$ cat src/rtl/fifo_write_arbiter.sv
// Round-robin arbiter that moves a fixed number of words per requester into one downstream FIFO.
// States: IDLE | waiting for i_start.  RUN | granting words.  DONE | one-cycle completion pulse.
module fifo_write_arbiter #(
    parameter int DATA_WIDTH          = 32,
    parameter int NUM_REQ             = 4,
    parameter int INPUT_CHANNEL_WIDTH = 11
) (
    input  logic                               i_clock,
    input  logic                               i_reset,
    input  logic                               i_start,
    input  logic [INPUT_CHANNEL_WIDTH-1:0]     i_input_feature_channel,
    input  logic [NUM_REQ-1:0]                 i_req_valid,
    input  logic [NUM_REQ*DATA_WIDTH-1:0]      i_req_data,
    output logic [NUM_REQ-1:0]                 o_req_ready,
    input  logic                               i_fifo_full,
    output logic                               o_fifo_wenable,
    output logic [DATA_WIDTH-1:0]              o_fifo_wdata,
    output logic [$clog2(NUM_REQ)-1:0]         o_grant_index,
    output logic                               o_busy,
    output logic                               o_done
);
    localparam int IDX_W = $clog2(NUM_REQ);

    typedef enum logic [1:0] {S_IDLE, S_RUN, S_DONE} state_t;

    state_t                         r_state;
    state_t                         w_state_next;
    logic [INPUT_CHANNEL_WIDTH-1:0] r_budget;
    logic [INPUT_CHANNEL_WIDTH-1:0] r_cnt [NUM_REQ];
    logic [IDX_W-1:0]               r_ptr;
    logic [NUM_REQ-1:0]             w_elig;
    logic                           w_found;
    logic                           w_grant;
    logic                           w_all_done;
    logic [IDX_W-1:0]               w_gidx;

    always_comb begin
        for (int k = 0; k < NUM_REQ; k++) begin
            w_elig[k] = i_req_valid[k] && (r_cnt[k] < r_budget);
        end
    end

    // Search upward from the pointer, wrapping at NUM_REQ-1.
    always_comb begin : p_search
        int               j;
        logic [IDX_W-1:0] idx;
        w_found = 1'b0;
        w_gidx  = '0;
        j       = 0;
        idx     = '0;
        for (int i = 0; i < NUM_REQ; i++) begin
            j = int'(r_ptr) + i;
            if (j >= NUM_REQ) begin
                j = j - NUM_REQ;
            end
            idx = IDX_W'(j);
            if (!w_found && w_elig[idx]) begin
                w_found = 1'b1;
                w_gidx  = idx;
            end
        end
    end

    assign w_grant = (r_state == S_RUN) && !i_fifo_full && w_found;

    // Completion looks at counters after this cycle's increment.
    always_comb begin : p_all_done
        logic [INPUT_CHANNEL_WIDTH-1:0] nxt;
        w_all_done = 1'b1;
        nxt        = '0;
        for (int k = 0; k < NUM_REQ; k++) begin
            nxt = r_cnt[k] + INPUT_CHANNEL_WIDTH'(w_grant && (w_gidx == IDX_W'(k)));
            if (nxt != r_budget) begin
                w_all_done = 1'b0;
            end
        end
    end

    always_comb begin
        w_state_next = r_state;
        case (r_state)
            S_IDLE: begin
                if (i_start) begin
                    w_state_next = (i_input_feature_channel != '0) ? S_RUN : S_DONE;
                end
            end
            S_RUN: begin
                if (w_all_done) begin
                    w_state_next = S_DONE;
                end
            end
            S_DONE:  w_state_next = S_IDLE;
            default: w_state_next = S_IDLE;
        endcase
    end

    always_comb begin
        o_req_ready    = '0;
        o_fifo_wenable = w_grant;
        o_fifo_wdata   = '0;
        o_grant_index  = '0;
        for (int k = 0; k < NUM_REQ; k++) begin
            if (w_grant && (w_gidx == IDX_W'(k))) begin
                o_req_ready[k] = 1'b1;
                o_fifo_wdata   = i_req_data[k*DATA_WIDTH +: DATA_WIDTH];
                o_grant_index  = w_gidx;
            end
        end
        o_busy = (r_state != S_IDLE);
        o_done = (r_state == S_DONE);
    end

    always_ff @(posedge i_clock or posedge i_reset) begin
        if (i_reset) begin
            r_state  <= S_IDLE;
            r_budget <= '0;
            r_ptr    <= '0;
            for (int k = 0; k < NUM_REQ; k++) begin
                r_cnt[k] <= '0;
            end
        end else begin
            r_state <= w_state_next;
            if ((r_state == S_IDLE) && i_start) begin
                r_budget <= i_input_feature_channel;
                r_ptr    <= '0;
                for (int k = 0; k < NUM_REQ; k++) begin
                    r_cnt[k] <= '0;
                end
            end else if (w_grant) begin
                r_cnt[w_gidx] <= r_cnt[w_gidx] + 1'b1;
                r_ptr         <= (w_gidx == IDX_W'(NUM_REQ - 1)) ? '0 : w_gidx + 1'b1;
            end
        end
    end
endmodule

$ cat config.mk
export PLATFORM = sky130hd
export DESIGN_NAME = fifo_write_arbiter
export DESIGN_NICKNAME = d
export VERILOG_FILES = /design/src/rtl/fifo_write_arbiter.sv
export SDC_FILE = /design/constraint.sdc
export NUM_CORES = 1
export LEC_CHECK = 0
export CORE_ASPECT_RATIO = 2
export CORE_MARGIN = 2
export CORE_UTILIZATION = 52
export DETAILED_ROUTE_END_ITERATION = 12
export PLACE_DENSITY = 0.88
export SLEW_MARGIN = 30
export SYNTH_ARGS = -nofsm -noshare
export SYNTH_HDL_FRONTEND = slang
export SYNTH_SLANG_ARGS = --single-unit
$ cat constraint.sdc
create_clock -name i_clock -period 10.4 [get_ports i_clock]
set_input_delay 1.04 -clock i_clock [delete_from_list [all_inputs] [get_ports i_clock]]
set_output_delay 1.04 -clock i_clock [all_outputs]
set_load 0.02 [all_outputs]
==> results of run 1 <==
layer usage:
layer / global-route usage (%) / vias up / part of all wire [%]
met5: 0 / - / 0
met3: 7.856 / 110 / 8.4
li1: - / 3246 / -
met2: 57.94 / 402 / 48
met4: 15.90 / 0 / 5.8
met1: 44.75 / 3273 / 37
layout make-up:
type	instances	area [sq um]	share of cell area [%]
Clock buffer	10	239.0	2.904
Sequential cell	59	1476	17.94
Timing Repair Buffer	193	1917	23.29
Multi-Input combinational cell	651	4269	51.87
Tap cell	145	181.4	2.204
Clock inverter	5	53.80	0.6537
Inverter	24	93.84	1.140
metrics by stage:
stage                     util [%]  setup slack (ns)  power [mW]  area (sq um)
after CTS                    71.18             3.610       2.517          8229
after detailed placement     68.65             3.497       2.203          7936
after floorplan                  -             4.759       1.641          6098
after global routing         71.19             2.986       2.725          8230
after global placement       68.65             3.628       2.154          7936
final                        71.19             3.469       2.548          8230
cells in the mapped netlist (all sizes together), types with 3 or more instances:
| cell type | number | area [sq um] |
|---|---|---|
| a211o | 15 | 136.4 |
| a21o | 7 | 53.80 |
| a21oi | 33 | 172.7 |
| a221oi | 34 | 297.8 |
| a31oi | 6 | 37.54 |
| a32o | 5 | 52.55 |
| a32oi | 3 | 26.28 |
| a41oi | 5 | 51.30 |
| and3 | 17 | 110.1 |
| and4 | 3 | 28.78 |
| buf | 15 | 112.6 |
| clkbuf | 36 | 155.2 |
| dfrtp | 59 | 1476 |
| ha | 53 | 663.1 |
| inv | 22 | 85.09 |
| mux2i | 4 | 40.04 |
| nand2 | 108 | 407.9 |
| nand2b | 5 | 31.28 |
| nand3 | 88 | 440.4 |
| nand3b | 3 | 22.52 |
| nand4 | 20 | 125.1 |
| nor2 | 56 | 210.2 |
| nor2b | 4 | 32.53 |
| nor3 | 11 | 55.05 |
| nor4 | 6 | 52.55 |
| o21ai | 50 | 257.8 |
| o31ai | 37 | 277.8 |
| or3 | 3 | 18.77 |
| or4 | 4 | 31.28 |
| xnor2 | 22 | 192.7 |
| xor2 | 23 | 201.4 |
flip-flops by register name, summed over array words and instances, names as in the netlist:
name      count
r_state       2
r_ptr         2
r_cnt        44
r_budget     11
worst max-delay path, cell delays in order (launching register included):
cell and delay, ns:
dfrtp_1 0.44, inv_1 0.16, ha_1 0.35, and3_1 0.21
a221o_1 0.31, a41oi_2 0.27, nor3_1 0.11, o2bb2ai_1 0.21
and2_4 0.36, clkinv_2 0.33, ha_1 0.32, nand2_1 0.50
inv_2 0.47, ha_1 0.38, ha_1 0.29, or4_1 0.49
o21ai_0 0.19, o2111ai_1 0.16, a221oi_1 0.24, nand4_1 0.14
a2111oi_0 0.37, nand4_1 0.17, mux2_2 0.28, nor2_1 0.08
logic make-up after synthesis:
logic type	count (synthesis)	synth area share (%)
AOI/OAI and AO/OA	214	25.11
buffers and inverters	75	5.929
xor gates and xnor gates	45	6.463
and+or+nand+nor	333	26.39
adders and majority gates	53	10.87
DFF	59	24.21
muxes	6	1.026
where the power goes:
group / switching [mW] / total [mW] / internal, mW
logic: 1.05 / 1.77 / 0.718
clock network: 0.109 / 0.298 / 0.189
registers: 0.171 / 0.482 / 0.311
total: 1.33 / 2.55 / 1.22
worst max-delay path by stage:
stage | end | depth (start not counted)
2_1_floorplan | r_state[1] | 23
3_3_place_gp | r_state[1] | 21
3_5_place_dp | r_state[1] | 21
4_1_cts | r_state[1] | 23
5_1_grt | r_state[1] | 23
6_report | r_state[1] | 23
==> flow_summary.yaml, run 1 <==
detailed_routing:
  via_per_inst: 6.468
  ant_nets: 0
  drc: 0
  dr.pass1.iters: 7
  drt_wl_total_mm: 22.49
  drtIter0Drc: 728
  routedWlPerCell_microns: 20.69
  via_count: 7031
synth:
  synth_seq_cells: 59
  synth-main-ff-cell: "dfrtp_1"
  postSynthCellCount: 785
  ys_seq_area_share_pct: 24.21
  synth_edf_count: 0
  syn_avg_cell_area_sq_um: 7.769
  synth_nets: 985
  yosys.cell_types.count: 73
  async_flop_share_pct: 100.0
  yosys_warnings: 0
  synth_area_sq_um: 6098
placement:
  port_buffers: 187
  dpl.cell_count: 1072
  dp_hpwl_mm: 16.73
  gp_congestion: 0.9404
pwr:
  peakVddDrop_mv: 0.2227
  power_leakage_nw: 3.370
  power.density_nw_per_um2: 309.6
worst_setup_path:
  cp_max_fo: 38
  timing.rr.end: "r_state[1]"
  required_ns: 10.67
  r2r-start: "r_budget[7]"
  r2r_cells: 23
  rrSetupSlack_ns: 3.47
  start_kind: "flop"
  worstPathArrival_ns: 7.20
  cp-end-kind: "flop"
  path_class: "flop to flop"
  crit_start: "r_budget[7]"
grt:
  grt_pass1_vias: 6756
  grt_pass1_wl_mm: 35.14
  grt_antenna_before_repair: 0
  grt_overflow: 0
  grt_max_degree: 70
  track_usage_pct: 35.67
timing:
  timing.slew.headroom_pct: 40.10
  min_period_over_period_pct: 66.65
  grt_setup_unrepaired: "no"
  fin_hold_ws_ns: 0.5036
  setup_tns_ns: 0
  tightest_slew_ns: 0.8954
  timing.fmax_mhz: 144.3
  finClkSkew_ns: 0.005225
  fin_crit_ns: 6.931
  hold_viol: 0
  setup_viol: 0
  drv_slew: 0
die:
  num_io_pins: 188
  die_area_sq_um: 12660
  die_h_microns: 157.2
  rows: 56
  coreArea_sq_um: 11560
  initial_core_util_pct: 52.75
  die_w_microns: 80.58
cts:
  h-tree-depth: 3
  clockBufferDepth: 2
  clockRootBuffer: "clkbuf_16"
  cts_tree: "yes"
  path_clk_slew_ns: 0.05
  cts-buffers-inserted: 9
  cts.sinks: 59
  cts_resized: 0
  cts_setup_buffers: 0
  insertion_delay_ns: 0.34
  cts-hold-fix-buffers: 0
finish:
  diodes: 0
  layout.nets: 1138
  nFillCells: 988
  final_cells: 1087
  layout_common_cells: "187 x clkdlybuf4s50_1, 105 x nand2_1, 88 x nand3_1"
  final_common_cell: "clkdlybuf4s50_1"
  synthToLayoutAreaGrowth_pct: 34.96
  layout-drive-gt1-share_pct: 6.369
worst_hold_path:
  holdPathEnd: "r_state[0]"
  whs_path_depth: 1
  hp-class: "flop to flop"
  holdCritStartpoint: "r_state[1]"
status:
  status: "finished clean"
flow_run:
  max_cap_violations: 0
(Power assumes the default switching activity.)
==> inputs of run 2 (changes only) <==
--- a/config.mk
+++ b/config.mk
@@ -7,9 +7,9 @@
 export LEC_CHECK = 0
 export CORE_ASPECT_RATIO = 2
 export CORE_MARGIN = 2
-export CORE_UTILIZATION = 52
+export CORE_UTILIZATION = 44
 export DETAILED_ROUTE_END_ITERATION = 12
-export PLACE_DENSITY = 0.88
+export PLACE_DENSITY = 0.79
 export SLEW_MARGIN = 30
 export SYNTH_ARGS = -nofsm -noshare
 export SYNTH_HDL_FRONTEND = slang
==> constraint.sdc (replaced) <==
create_clock -name i_clock -period 6.25 [get_ports i_clock]
set_input_delay 0.625 -clock i_clock [delete_from_list [all_inputs] [get_ports i_clock]]
set_output_delay 0.625 -clock i_clock [all_outputs]
set_load 0.02 [all_outputs]
==> flow_summary.yaml, run 2 (synthesized netlist as in run 1, its figures left out) <==
detailed_routing:
  via_count: 7123
  drc: 0
  routedWlPerCell_microns: 21.92
  via_per_inst: 6.411
  ant_nets: 0
  drtIter0Drc: 648
  dr.pass1.iters: 7
  drt_wl_total_mm: 24.36
cts:
  h-tree-depth: 3
  clockRootBuffer: "clkbuf_16"
  cts-hold-fix-buffers: 0
  cts_tree: "yes"
  insertion_delay_ns: 0.34
  cts.sinks: 59
  path_clk_slew_ns: 0.06
  cts-buffers-inserted: 9
  cts_resized: 0
  cts_setup_buffers: 0
  clockBufferDepth: 2
finish:
  fin_util_pct: 61.86
  layout.nets: 1151
  synthToLayoutAreaGrowth_pct: 37.07
  diodes: 0
  largest_reg_flops: 44
  final_common_cell: "clkdlybuf4s50_1"
  regMostFlops: "r_cnt"
  reg_top3: "r_cnt (44), r_budget (11)"
  nFillCells: 1195
  layout-drive-gt1-share_pct: 7.427
  layout_common_cells: "187 x clkdlybuf4s50_1, 106 x nand2_1, 88 x nand3_1"
grt:
  met1_usage_pct: 34.71
  grt_antenna_before_repair: 0
  grt_overflow: 0
  global_route.usage.met3_pct: 6.561
  grt_pass1_wl_mm: 37.48
  track_usage_pct: 33.27
  grt_util_met2_pct: 59.35
  top_usage_layer: "met2"
  grt_pass1_vias: 7042
  grt_max_degree: 70
timing:
  tightest_slew_ns: 0.8136
  finClkSkew_ns: 0.008600
  grt_setup_unrepaired: "no"
  timing.fmax_mhz: 169.2
  hold_viol: 0
  drv_slew: 0
  min_period_over_period_pct: 94.54
  setup_tns_ns: 0
  setup_viol: 0
  timing.slew.headroom_pct: 45.34
  fin_crit_ns: 5.909
die:
  die_area_sq_um: 14870
  die_w_microns: 87.25
  rows: 60
  initial_core_util_pct: 45.13
  die_h_microns: 170.5
  coreArea_sq_um: 13510
  num_io_pins: 188
placement:
  gp_congestion: 1.062
  dp_hpwl_mm: 18.44
  port_buffers: 187
worst_setup_path:
  r2r-start: "r_budget[6]"
  start_kind: "flop"
  cpLargestDelayFamily: "buffers and inverters"
  required_ns: 5.62
  worstPathArrival_ns: 5.28
  timing.rr.end: "r_state[1]"
  r2r_cells: 23
  path_cells: "inv_1 -> ha_1 -> and3_1 -> nand3_1 -> o22ai_1 -> a41oi_1 -> or3_1 -> and4_4 -> inv_4 -> ha_1 -> nand2_1 -> buf_4 -> nor2_2 -> buf_4 -> a221oi_1 -> o31ai_1 -> clkdlybuf4s50_1"
  path_class: "flop to output port"
  rrSetupSlack_ns: 0.35
  cp-end-kind: "output port"
  cpPeakStageDelay_ns: 0.72
  crit_buf_inv: 5
  cp_max_fo: 32
  cpMaxStageDelayCell: "clkdlybuf4s50_1"
flow_run:
  max_cap_violations: 0
pwr:
  fin_total_pwr_mw: 4.407
  power_leakage_nw: 3.435
  power.density_nw_per_um2: 527.2
  peakVddDrop_mv: 0.2866
worst_hold_path:
  holdPathEnd: "r_state[1]"
  hp-class: "flop to flop"
  holdCritStartpoint: "r_state[1]"
  whs_path_depth: 1
status:
  status: "finished clean"
run 2: worst register-to-register path: cells and delay by family, from the launching register on:
kind	cells	cell delay [ns]
DFF	1	0.39
adders and majority gates	4	1.11
muxes	1	0.28
and+or+nand+nor	8	1.49
buffers and inverters	3	0.36
AOI/OAI and AO/OA	7	2.20
run 2: final cells by class:
class | instances | area [sq um] | share of cell area [%]
Multi-Input combinational cell | 651 | 4265 | 51.03
Timing Repair Buffer | 206 | 2014 | 24.10
Sequential cell | 59 | 1476 | 17.66
Clock buffer | 13 | 270.3 | 3.233
Tap cell | 155 | 193.9 | 2.320
Inverter | 24 | 93.84 | 1.123
Clock inverter | 3 | 45.04 | 0.5388
run 2: how the worst max path moves through the flow:
stage               slack (ns)  cells after the start        start                to
global placement          0.65                     23  r_budget[7]        r_state[1]
global route              0.04                     23  r_budget[6]        r_state[1]
finish                    0.34                     17  r_budget[6]  o_fifo_wdata[20]
detailed placement        0.58                     23  r_budget[7]        r_state[1]
floorplan                 0.75                     23  r_budget[7]        r_state[1]
CTS                       0.55                     23  r_budget[7]        r_state[1]
run 2: through the flow:
stage / setup slack (ns) / std cells / hold slack (ns) / cell area (sq um)
6_report: 0.3411 / 1111 / 0.5089 / 8359
5_1_grt: 0.04118 / 1111 / 0.5218 / 8359
4_1_cts: 0.5464 / 1111 / 0.5082 / 8359
3_5_place_dp: 0.5816 / 1095 / 0.5008 / 8044
3_3_place_gp: 0.6524 / 1095 / 0.4991 / 8044
2_1_floorplan: 0.7533 / 785 / 0.4550 / 6098
run 2: layer usage:
layer	share of wire (%)	routed length (microns)	up-vias
li1	-	-	3276
met3	7.1	1732	94
met5	0	0	-
met1	34	8318	3326
met4	6.5	1574	0
met2	52	12730	427
run 2: where the power goes:
| group | leakage (nW) | internal (mW) | switching (mW) |
|---|---|---|---|
| Sequential | 0.764 | 0.518 | 0.251 |
| Clock | 0.148 | 0.341 | 0.188 |
| Combinational | 2.52 | 1.24 | 1.87 |
| Total | 3.43 | 2.10 | 2.31 |
==> inputs of run 3 (changes only) <==
--- a/config.mk
+++ b/config.mk
@@ -7,9 +7,11 @@
 export LEC_CHECK = 0
 export CORE_ASPECT_RATIO = 2
 export CORE_MARGIN = 2
-export CORE_UTILIZATION = 44
+export CORE_UTILIZATION = 52
+export CTS_BUF_LIST = sky130_fd_sc_hd__clkbuf_16
+export CTS_CLUSTER_DIAMETER = 80
 export DETAILED_ROUTE_END_ITERATION = 12
-export PLACE_DENSITY = 0.79
+export PLACE_DENSITY = 0.88
 export SLEW_MARGIN = 30
 export SYNTH_ARGS = -nofsm -noshare
 export SYNTH_HDL_FRONTEND = slang
==> constraint.sdc (replaced) <==
create_clock -name i_clock -period 7.5 [get_ports i_clock]
set_input_delay 0.75 -clock i_clock [delete_from_list [all_inputs] [get_ports i_clock]]
set_output_delay 0.75 -clock i_clock [all_outputs]
set_load 0.02 [all_outputs]
==> flow_summary.yaml, run 3 (synthesized netlist as in run 1, its figures left out) <==
cts:
  cts.sinks: 59
  h-tree-depth: 3
  cts_resized: 0
  path_clk_slew_ns: 0.06
  insertion_delay_ns: 0.35
  clockBufferDepth: 2
  clockRootBuffer: "clkbuf_16"
  cts_setup_buffers: 0
  cts-buffers-inserted: 9
  cts_tree: "yes"
  cts-hold-fix-buffers: 0
worst_setup_path:
  cp-end-kind: "output port"
  cpPeakStageDelay_ns: 0.73
  cpMaxStageDelayCell: "nor2_2"
  path_cells: "inv_1 -> ha_1 -> and3_1 -> a221o_1 -> a41oi_2 -> nor3_1 -> o2bb2ai_1 -> and2_4 -> clkinv_2 -> ha_1 -> nor2_2 -> buf_4 -> a221oi_1 -> o31ai_1 -> clkdlybuf4s50_1"
  cp_max_fo: 27
  path_class: "flop to output port"
  required_ns: 6.75
  worstPathArrival_ns: 5.47
  start_kind: "flop"
  path_common_cell: "ha_1"
grt:
  grt_overflow: 0
  grt_pass1_vias: 6766
  grt_antenna_before_repair: 0
  grt_max_degree: 70
  grt_pass1_wl_mm: 35.22
  track_usage_pct: 36.18
worst_hold_path:
  hp-class: "flop to flop"
finish:
  layout-drive-gt1-share_pct: 6.751
  nFillCells: 920
  diodes: 0
  final_cells: 1093
  regMostFlops: "r_cnt"
  multi_input_area_sq_um: 4267
  register_area_sq_um: 1476
  reg_top3: "r_cnt (44), r_budget (11)"
  largest_reg_flops: 44
  layout_common_cells: "187 x clkdlybuf4s50_1, 106 x nand2_1, 88 x nand3_1"
  synthToLayoutAreaGrowth_pct: 36.32
  layout.nets: 1143
  final_common_cell: "clkdlybuf4s50_1"
die:
  die_area_sq_um: 12660
  coreArea_sq_um: 11560
  rows: 56
  num_io_pins: 188
  die_w_microns: 80.58
  die_h_microns: 157.2
  initial_core_util_pct: 52.75
pwr:
  power.density_nw_per_um2: 436.8
  peakVddDrop_mv: 0.3063
  power_leakage_nw: 3.409
  fin_total_pwr_mw: 3.631
timing:
  setup_tns_ns: 0
  tightest_slew_ns: 0.9268
  fin_hold_ws_ns: 0.5011
  finClkSkew_ns: 0.007022
  fin_crit_ns: 6.223
  setup_viol: 0
  timing.slew.headroom_pct: 38.15
  min_period_over_period_pct: 82.97
  timing.fmax_mhz: 160.7
  finalWorstSetupSlack_ns: 1.277
  hold_viol: 0
  grt_setup_unrepaired: "no"
  drv_slew: 0
flow_run:
  max_cap_violations: 0
detailed_routing:
  via_count: 7121
  via_per_inst: 6.515
  dr.pass1.iters: 5
  routedWlPerCell_microns: 21.36
  drc: 0
  drt_wl_total_mm: 23.34
  ant_nets: 0
  drtIter0Drc: 615
placement:
  dpl.cell_count: 1077
  port_buffers: 187
  dp_hpwl_mm: 17.64
  pre_cts_ws_ns: 1.381
  gp_congestion: 0.9786
status:
  status: "finished clean"
[run 3: cell types whose count changed in the layout (fill, tap and decap cells not counted), sizes merged]
cell / previous run / this run
buf: 19 / 11
clkinvlp: 2 / 1
bufinv: 1 / 3
inv: 23 / 24
clkbuf: 13 / 9
clkinv: 1 / 3
[run 3: area by class of cell]
type | instances | area share (%)
well taps | 145 | 2.182
inverters | 24 | 1.129
repair buffers | 198 | 23.51
clock buffers | 9 | 2.709
clock inverters | 7 | 1.385
flip-flops and latches | 59 | 17.76
multi-input cells | 651 | 51.32
[run 3: worst paths after layout]
| check | startpoint | end | slack, ns | cells after the start |
|---|---|---|---|---|
| setup / recovery | r_budget[7] | o_fifo_wdata[12] | 1.28 | 15 |
| max in group asynchronous | i_reset | r_cnt[39] | 5.98 | 3 |
| hold / removal | r_state[1] | r_state[0] | 0.50 | 1 |
| min in group asynchronous | i_reset | r_budget[0] | 0.94 | 3 |
| setup reg to reg | r_budget[7] | r_state[1] | 1.29 | 24 |
| hold reg to reg | r_state[1] | r_state[0] | 0.50 | 1 |
[run 3: per-stage QoR]
step                cell area, sq um  utilization (%)
global placement                7971            68.95
floorplan                       6098                -
global route                    8313            71.90
finish                          8313            71.90
CTS                             8312            71.89
detailed placement              7971            68.95
[run 3: critical path: cells and delay by family (launching register included)]
family                     cells  cell delay, ns
AOI/OAI and AO/OA              5            1.10
adders and majority gates      2            0.67
buffers and inverters          4            1.50
DFF                            1            0.44
and+or+nand+nor                4            1.39
[run 3: report_power, final]
part	switching (mW)	total (mW)	internal (mW)
clock network	0.163	0.487	0.324
registers	0.245	0.676	0.431
logic	1.46	2.47	1.00
total	1.87	3.63	1.76
[run 3: routing by layer]
layer,GRT usage [%],up-vias,routed length [microns]
met3,7.626,95,1801
met1,42.82,3377,8882
met2,60.48,388,11380
met4,18.81,0,1280
met5,0,-,0
li1,-,3261,-
